$ cat src/rtl/branch_predictor_2way_pkg.sv
// Shared core definitions for the two-slot branch predictor: table geometry
// and the 2-bit saturating counter encoding.
package branch_predictor_2way_pkg;

    localparam int PC_W  = 9;
    localparam int IDX_W = 4;

    typedef enum logic [1:0] {
        SNT = 2'd0,
        WNT = 2'd1,
        WT  = 2'd2,
        ST  = 2'd3
    } ctr_t;

    // Counter given to an entry freshly allocated by a resolving branch.
    function automatic ctr_t alloc_ctr(input logic taken);
        return taken ? WT : WNT;
    endfunction

endpackage

$ cat src/rtl/branch_predictor_2way_sat_counter2.sv
// One step of a 2-bit saturating counter: up on taken, down on not-taken.
module sat_counter2
    import branch_predictor_2way_pkg::*;
(
    input  ctr_t value,
    input  logic taken,
    output ctr_t next_value
);

    always_comb begin
        // NOTE: combinational blocks assign a default first so no path infers a latch.
        next_value = value;
        if (taken && value != ST) begin
            next_value = ctr_t'(value + 2'd1);
        end else if (!taken && value != SNT) begin
            next_value = ctr_t'(value - 2'd1);
        end
    end

endmodule

$ cat src/rtl/branch_predictor_2way.sv
// Direct-mapped, tagged branch target table with 2-bit counters, looked up by
// two fetch slots and trained by two resolving slots per cycle.
module branch_predictor_2way #(
    parameter int PC_W  = branch_predictor_2way_pkg::PC_W,
    parameter int IDX_W = branch_predictor_2way_pkg::IDX_W
) (
    input  logic            clk,
    input  logic            rst,
    input  logic [PC_W-1:0] PCF1,
    input  logic [PC_W-1:0] PCF2,
    output logic            PredictionF1,
    output logic            PredictionF2,
    output logic [PC_W-1:0] PredTargetF1,
    output logic [PC_W-1:0] PredTargetF2,
    input  logic            UpdateEn1,
    input  logic            UpdateEn2,
    input  logic [PC_W-1:0] PCM1,
    input  logic [PC_W-1:0] PCM2,
    input  logic            branch_taken1,
    input  logic            branch_taken2,
    input  logic [PC_W-1:0] branchAdderResultM1,
    input  logic [PC_W-1:0] branchAdderResultM2,
    input  logic            PredictionM1,
    input  logic            PredictionM2,
    output logic [15:0]     MispredictCount
);

    import branch_predictor_2way_pkg::*;

    localparam int ENTRIES = 1 << IDX_W;
    localparam int TAG_W   = PC_W - IDX_W;

    logic             valid_q  [ENTRIES];
    logic [TAG_W-1:0] tag_q    [ENTRIES];
    logic [PC_W-1:0]  target_q [ENTRIES];
    ctr_t             ctr_q    [ENTRIES];

    logic [IDX_W-1:0] idx_f1, idx_f2, idx_m1, idx_m2;
    logic [TAG_W-1:0] tag_m1, tag_m2;
    logic             hit_f1, hit_f2, hit_m1, hit_m2;

    assign idx_f1 = PCF1[IDX_W-1:0];
    assign idx_f2 = PCF2[IDX_W-1:0];
    assign idx_m1 = PCM1[IDX_W-1:0];
    assign idx_m2 = PCM2[IDX_W-1:0];
    assign tag_m1 = PCM1[PC_W-1:IDX_W];
    assign tag_m2 = PCM2[PC_W-1:IDX_W];

    assign hit_f1 = valid_q[idx_f1] && (tag_q[idx_f1] == PCF1[PC_W-1:IDX_W]);
    assign hit_f2 = valid_q[idx_f2] && (tag_q[idx_f2] == PCF2[PC_W-1:IDX_W]);
    assign hit_m1 = valid_q[idx_m1] && (tag_q[idx_m1] == tag_m1);
    assign hit_m2 = valid_q[idx_m2] && (tag_q[idx_m2] == tag_m2);

    // Lookup reads the registered table only, so same-cycle updates are invisible.
    assign PredictionF1 = rst && hit_f1 && (ctr_q[idx_f1] inside {WT, ST});
    assign PredictionF2 = rst && hit_f2 && (ctr_q[idx_f2] inside {WT, ST});
    assign PredTargetF1 = PredictionF1 ? target_q[idx_f1] : PCF1 + PC_W'(1);
    assign PredTargetF2 = PredictionF2 ? target_q[idx_f2] : PCF2 + PC_W'(1);

    ctr_t step1, step2, chained, ctr_new1, ctr_new2;
    logic same_idx;

    sat_counter2 u_step1 (.value(ctr_q[idx_m1]), .taken(branch_taken1), .next_value(step1));
    sat_counter2 u_step2 (.value(ctr_q[idx_m2]), .taken(branch_taken2), .next_value(step2));
    sat_counter2 u_chain (.value(ctr_new1),      .taken(branch_taken2), .next_value(chained));

    assign same_idx = UpdateEn1 && (idx_m1 == idx_m2);
    assign ctr_new1 = hit_m1 ? step1 : alloc_ctr(branch_taken1);

    // Slot 2 sees the entry as slot 1 just left it when both hit one index.
    always_comb begin
        ctr_new2 = hit_m2 ? step2 : alloc_ctr(branch_taken2);
        if (same_idx) begin
            ctr_new2 = (tag_m1 == tag_m2) ? chained : alloc_ctr(branch_taken2);
        end
    end

    logic        mis1, mis2;
    logic [16:0] count_sum;

    assign mis1      = UpdateEn1 && (branch_taken1 != PredictionM1);
    assign mis2      = UpdateEn2 && (branch_taken2 != PredictionM2);
    assign count_sum = {1'b0, MispredictCount} + 17'(mis1) + 17'(mis2);

    always_ff @(posedge clk or negedge rst) begin
        if (!rst) begin
            // NOTE: the table is registers, not RAM, so every entry can be cleared by reset.
            for (int i = 0; i < ENTRIES; i++) begin
                valid_q[i]  <= 1'b0;
                tag_q[i]    <= '0;
                target_q[i] <= '0;
                ctr_q[i]    <= WNT;
            end
            MispredictCount <= '0;
        end else begin
            // NOTE: non-blocking writes; on a shared index slot 2's later assignments win.
            if (UpdateEn1) begin
                valid_q[idx_m1] <= 1'b1;
                tag_q[idx_m1]   <= tag_m1;
                ctr_q[idx_m1]   <= ctr_new1;
                if (branch_taken1) target_q[idx_m1] <= branchAdderResultM1;
            end
            if (UpdateEn2) begin
                valid_q[idx_m2] <= 1'b1;
                tag_q[idx_m2]   <= tag_m2;
                ctr_q[idx_m2]   <= ctr_new2;
                if (branch_taken2) target_q[idx_m2] <= branchAdderResultM2;
            end
            MispredictCount <= count_sum[16] ? 16'hFFFF : count_sum[15:0];
        end
    end

endmodule
$ cat config.mk
export PLATFORM = sky130hd
export DESIGN_NAME = branch_predictor_2way
export DESIGN_NICKNAME = d
export VERILOG_FILES = /design/src/rtl/branch_predictor_2way_pkg.sv /design/src/rtl/branch_predictor_2way_sat_counter2.sv /design/src/rtl/branch_predictor_2way.sv
export SDC_FILE = /design/constraint.sdc
export NUM_CORES = 1
export LEC_CHECK = 0
export BUFFER_PORTS_ARGS = -buffer_cell sky130_fd_sc_hd__buf_4
export CAP_MARGIN = 15
export CORE_MARGIN = 5
export CORE_UTILIZATION = 57
export DETAILED_ROUTE_END_ITERATION = 10
export PLACE_DENSITY = 0.79
export SETUP_SLACK_MARGIN = 0.05
export SYNTH_ARGS = -nofsm -noshare
export SYNTH_HDL_FRONTEND = slang
export SYNTH_HIERARCHICAL = 1
export SYNTH_SLANG_ARGS = --single-unit
$ cat constraint.sdc
create_clock -name clk -period 8.96 [get_ports clk]
set_input_delay 0.896 -clock clk [delete_from_list [all_inputs] [get_ports clk]]
set_output_delay 0.896 -clock clk [all_outputs]
set_load 0.05 [all_outputs]
==> results of run 1 <==
[cells by family (layout without fill, tap and decap cells)]
kind of cell / count (synthesis) / after routing / synth area share, %
buffers and inverters: 190 / 201 / 4.00
flip-flops: 288 / 288 / 34.8
XOR/XNOR: 57 / 57 / 2.40
AO/OA/AOI/OAI: 389 / 389 / 10.6
multiplexers: 488 / 488 / 35.9
AND/OR/NAND/NOR: 569 / 569 / 11.7
adder cells (fa/ha/maj): 10 / 10 / 0.638
[flip-flops by register name (all words and copies together), names as in the netlist]
name and count:
MispredictCount 16, ctr_q 32, tag_q 80, target_q 144
valid_q 16
[worst max path at each step]
| stage | start | endpoint | slack [ns] | depth (start not counted) |
|---|---|---|---|---|
| finish | PCF1[0] | PredTargetF1[3] | 3.37 | 12 |
| global route | PCF1[0] | PredTargetF1[3] | 3.16 | 12 |
| CTS | PCF1[0] | PredTargetF1[1] | 3.38 | 11 |
| detailed placement | PCM1[0] | ctr_q[30] | 3.37 | 15 |
| global placement | PCM1[0] | ctr_q[30] | 3.44 | 15 |
| floorplan | PCM1[0] | ctr_q[29] | 3.96 | 17 |
[worst reg2reg max path, cell delays in order, from the launching register on]
cell	delay [ns]
dfrtp_1	0.47
mux4_2	0.50
o2bb2ai_1	0.13
nand2_1	0.07
a32oi_1	0.10
a311oi_1	0.33
and4_2	0.29
buf_4	0.46
mux2_2	0.46
ha_1	0.20
mux2i_1	0.16
xnor2_1	0.14
nor2_1	0.08
nor3_2	0.86
a2bb2o_1	0.28
[where the power goes]
part | switching [mW] | total, mW | internal [mW]
clock network | 0.602 | 1.45 | 0.848
registers | 0.394 | 2.04 | 1.64
logic | 0.765 | 1.55 | 0.781
[final cells by class]
class / count / area, µm²
Sequential cell: 288 / 7230
Multi-Input combinational cell: 1513 / 12700
Clock inverter: 14 / 188
Tap cell: 468 / 586
Timing Repair Buffer: 123 / 931
Fill cell: 2821 / 13600
Clock buffer: 44 / 960
Inverter: 20 / 75.1
[placed cells by master (no fill, tap or decap), types with 11 or more instances in the layout]
master,count
o21ai_0,170
nor2_1,197
mux2i_1,249
nand2_1,236
o2bb2ai_1,15
xnor2_1,31
dfstp_2,16
o22ai_1,24
a31oi_1,11
mux2_2,35
inv_1,16
xor2_1,26
a21oi_1,129
clkbuf_16,35
nor3_1,24
mux4_2,185
nand3_1,38
buf_4,121
and3_1,13
dfrtp_1,272
or3_1,18
mux4_1,11
[Yosys cell counts (26+ instances only)]
library cell  instances  area [µm²]
o21ai_0             170         851
xor2_1               26         228
mux4_2              185        4170
mux2i_1             249        2490
xnor2_1              31         272
nand3_1              38         190
clkbuf_1            104         390
nand2_1             236         886
nor2_1              197         739
dfrtp_1             272        6810
buf_2                27         135
a21oi_1             129         646
mux2_2               35         394
[per-layer routing]
metal  share of wire (%)  track usage, %  wire, µm
met1                  35            45.7     25200
met2                  45            53.3     32600
met3                  14            11.8     10400
met4                 6.4            18.4      4650
met5                   0               0         0
==> flow_metrics.tcl, run 1 <==
set metrics [dict create \
    power.density_mw_per_mm2 222 \
    clk_latency_ns 0.55 \
    cts_max_level 2 \
    pin_count 98 \
    critPathMaxFanout 46 \
    diodes 0 \
    yosysSeqAreaShare_pct 34.8 \
    drt-total-wl_um 72900 \
    cap_violations 0 \
    finClkSkew_ns 0.0324 \
    final_area_mm2 0.0227 \
    slowest_delay_ns 0.73 \
    synth_warnings 6 \
    layout_min_cycle_time_ns 5.59 \
    status "completed" \
    wire_per_inst_um 29.5 \
    grt_pass1_wl_um 110000 \
    critPathMostFrequentCell "buf_4" \
    numCtsBuffers 34 \
    syn_area_per_cell_um2 10.4 \
    crit_family "buffers and inverters" \
    timing.rr.end "ctr_q[30]" \
    areaGrowthSynthToFinish_pct 9.18 \
    hold_buffers 0 \
    io_buffers 97 \
    fin_crit_sh_pct 62.4 \
    drive_gt1_share_pct 21.8 \
    synthesis.nets 2063 \
    reg2reg_slack_ns 4.39 \
    post-route-util_pct 62.4 \
    synth_ff_type "dfrtp_1" \
    track_usage_pct 35.3 \
    syn_inst 1991 \
    tritoncts "done" \
    ant_nets 0 \
    fp.coreArea_mm2 0.0363 \
    crit_chain "buf_4 > buf_4 > mux4_2 > mux2i_1 > mux2i_1 > xnor2_1 > o2111ai_1 > nor2_1 > buf_4 > o211ai_1 > and3b_1 > buf_4" \
    slowest_stage "buf_4" \
    crit_arrival_ns 4.69 \
    dr.pass1.iters 9 \
    setup_ws_ns 3.37 \
    antenna_found_initial 0 \
    grt_pass1_vias 17600 \
    dieHeight_um 201 \
    synthArstFlopShare_pct 100 \
    max-vdd-ir-drop_mv 0.240 \
    slew_headroom_pct 12.1 \
    clock_path_buffers 3 \
    crit_buf_inv 4 \
    crit_path_end_kind "primary output" \
    hp-class "input pin to async pin" \
    drc 0 \
    rsz0062_at_grt "false" \
    hpwl_um 47700 \
    place_area_mm2 0.0215 \
    fp-row-count 70 \
    ys_ff_latch 288 \
    total_power_mw 5.03 \
    r2r_cells 14 \
    syn_area_mm2 0.0208 \
    crit_type "input pin to primary output" \
    synth_edf_count 0 \
    hold_viol_final 0 \
    dieWidth_um 201 \
    setup_viol 0 \
    post-cts-setup-buffer-count 0 \
    whs_ns 0.375 \
    clockRootBuffer "clkbuf_16" \
    power.leakage_nw 9.81 \
    start_util_pct 57.2 \
    via_per_inst 7.31 \
    fmax_ghz 0.179 \
    worst_pin_slew_ns 1.31 \
    cts.clk_slew.worst_paths_ns 0.06 \
    final_nets 2052 \
    drtIter0Drc 2708 \
    finalNonFillerCells 2470 \
    grt_max_degree 93 \
    clkSinkCount 288 \
    post-place-ws_ns 3.37 \
    cts_resized 0 \
    place_inst 2411 \
    dr_total_vias 18000 \
    finalSetupTns_ns 0 \
    grt.overflow.total 0 \
    die_area_mm2 0.0404 \
    rr_startpoint "tag_q[41]" \
    crit_required_ns 8.06 \
    globalplace.congestion 1.01 \
    slew_viol_final 0 \
    synthDistinctLibCells 63 \
    startpoint_type "input pin" \
]
(Power assumes the default switching activity.)
==> run 2, diff against run 1 <==
==> constraint.sdc (replaced) <==
create_clock -name clk -period 5.6 [get_ports clk]
set_input_delay 0.56 -clock clk [delete_from_list [all_inputs] [get_ports clk]]
set_output_delay 0.56 -clock clk [all_outputs]
set_load 0.05 [all_outputs]
==> flow_metrics.tcl, run 2 (synthesis gave the netlist of run 1 again) <==
set metrics [dict create \
    clk_latency_ns 0.60 \
    setup_ws_ns 1.11 \
    finalNonFillerCells 2482 \
    antenna_found_initial 1 \
    startpoint_type "input pin" \
    post-place-ws_ns 0.712 \
    swShare_pct 34.8 \
    post-route-util_pct 62.6 \
    areaGrowthSynthToFinish_pct 9.44 \
    drtIter0Drc 2784 \
    p_switching_mw 2.76 \
    rsz0062_at_grt "false" \
    setup_viol 0 \
    critPathMaxFanout 63 \
    layout_min_cycle_time_ns 4.49 \
    track_usage_pct 35.2 \
    slew_headroom_pct 13.6 \
    dieWidth_um 201 \
    seqPwrFrac_pct 41.1 \
    slowest_delay_ns 0.77 \
    total_power_mw 7.93 \
    largest_reg_flops 144 \
    hpwl_um 49000 \
    fmax_ghz 0.223 \
    whs_ns 0.304 \
    cts_resized 0 \
    crit_chain "buf_4 > mux4_2 > mux4_2 > xnor2_1 > nand2_1 > or4b_4 > mux2_4 > buf_4" \
    finClkSkew_ns 0.00781 \
    pin_count 98 \
    clockRootBuffer "clkbuf_16" \
    start_util_pct 57.2 \
    hp-class "input pin to flop" \
    place_inst 2421 \
    power.density_mw_per_mm2 348 \
    drt-total-wl_um 72800 \
    fillerInstances 2817 \
    final_nets 2062 \
    pwr-share-comb_pct 31.1 \
    dr_total_vias 18000 \
    fp.coreArea_mm2 0.0363 \
    cts.clk_slew.worst_paths_ns 0.06 \
    clkSinkCount 288 \
    crit_arrival_ns 3.93 \
    fin_crit_sh_pct 80.2 \
    dieHeight_um 201 \
    tritoncts "done" \
    slowest_stage "buf_4" \
    drive_gt1_share_pct 22.3 \
    sequential_cell_area_mm2 0.00723 \
    slew_viol_final 0 \
    die_area_mm2 0.0404 \
    worst_pin_slew_ns 1.29 \
    drc 0 \
    crit_type "input pin to primary output" \
    grt_pass1_vias 17900 \
    crit_path_end_kind "primary output" \
    finalSetupTns_ns 0 \
    diodes 0 \
    crit_family "multiplexers" \
    power_frac_clock_pct 27.8 \
    cap_violations 0 \
    max-vdd-ir-drop_mv 0.299 \
    power.leakage_nw 9.87 \
    globalplace.congestion 1.02 \
    multi_input_area_mm2 0.0127 \
    numCtsBuffers 31 \
    wire_per_inst_um 29.3 \
    place_area_mm2 0.0216 \
    ant_nets 0 \
    p_int_mw 5.17 \
    grt_pass1_wl_um 110000 \
    final_area_mm2 0.0228 \
    cts_max_level 1 \
    reg2reg_slack_ns 1.49 \
    hold_buffers 1 \
    most-common-layout-cells "272 x dfrtp_1, 249 x mux2i_1, 236 x nand2_1, 197 x nor2_1, 185 x mux4_2" \
    post-cts-setup-buffer-count 0 \
    via_per_inst 7.25 \
    hold_viol_final 0 \
    reg_top3 "target_q: 144 flops, tag_q: 80 flops, ctr_q: 32 flops" \
    crit_buf_inv 2 \
    clock_path_buffers 3 \
    grt.overflow.total 0 \
    status "completed" \
    dr.pass1.iters 9 \
    crit_required_ns 5.04 \
    fp-row-count 70 \
    grt_max_degree 85 \
    largest-register "target_q" \
    io_buffers 97 \
    final_common_cell "dfrtp_1" \
]
[run 2: area by class of cell]
type / count / area share (%)
multi-input combinational: 1513 / 56.0
sequential: 288 / 31.8
timing repair buffer: 136 / 4.62
clock buffer: 40 / 3.82
tap: 468 / 2.57
clock inverter: 17 / 0.924
inverter: 20 / 0.330
[run 2: per-layer routing]
layer	track usage (%)	routed length (µm)	up-vias
li1	-	-	7392
met1	45.5	25700	8790
met2	54.5	33000	1462
met3	11.2	9900	342
met4	16.9	4200	2
met5	0	13	-
[run 2: final timing paths]
path                                             start              end  depth (start not counted)
min in group asynchronous                          rst        tag_q[43]                          2
worst max register to register               tag_q[41]        ctr_q[29]                         12
worst max-delay path                           PCF2[1]  PredTargetF2[5]                          8
max in group asynchronous                          rst        tag_q[70]                          5
worst min-delay path            branchAdderResultM2[2]     target_q[20]                          3
worst min register to register             valid_q[10]      valid_q[10]                          1
[run 2: worst register-to-register path, stage by stage (launching register included)]
cell and delay, ns:
dfrtp_1 0.46, mux4_2 0.50, o2bb2ai_1 0.14, nand2_1 0.08
a32oi_1 0.10, a311oi_1 0.26, and4_2 0.56, mux2_2 0.41
inv_1 0.07, ha_1 0.22, a21o_2 0.21, a221oi_4 0.73
o22ai_1 0.21
[run 2: power groups by stage]
| stage | logic [mW] | clock network (mW) | registers [mW] |
|---|---|---|---|
| floorplan | 1.79 | 0 | 3.06 |
| global placement | 2.33 | 0 | 3.20 |
| detailed placement | 2.42 | 0 | 3.24 |
| CTS | 2.43 | 2.21 | 3.21 |
| global route | 2.65 | 2.30 | 3.29 |
| finish | 2.46 | 2.20 | 3.26 |
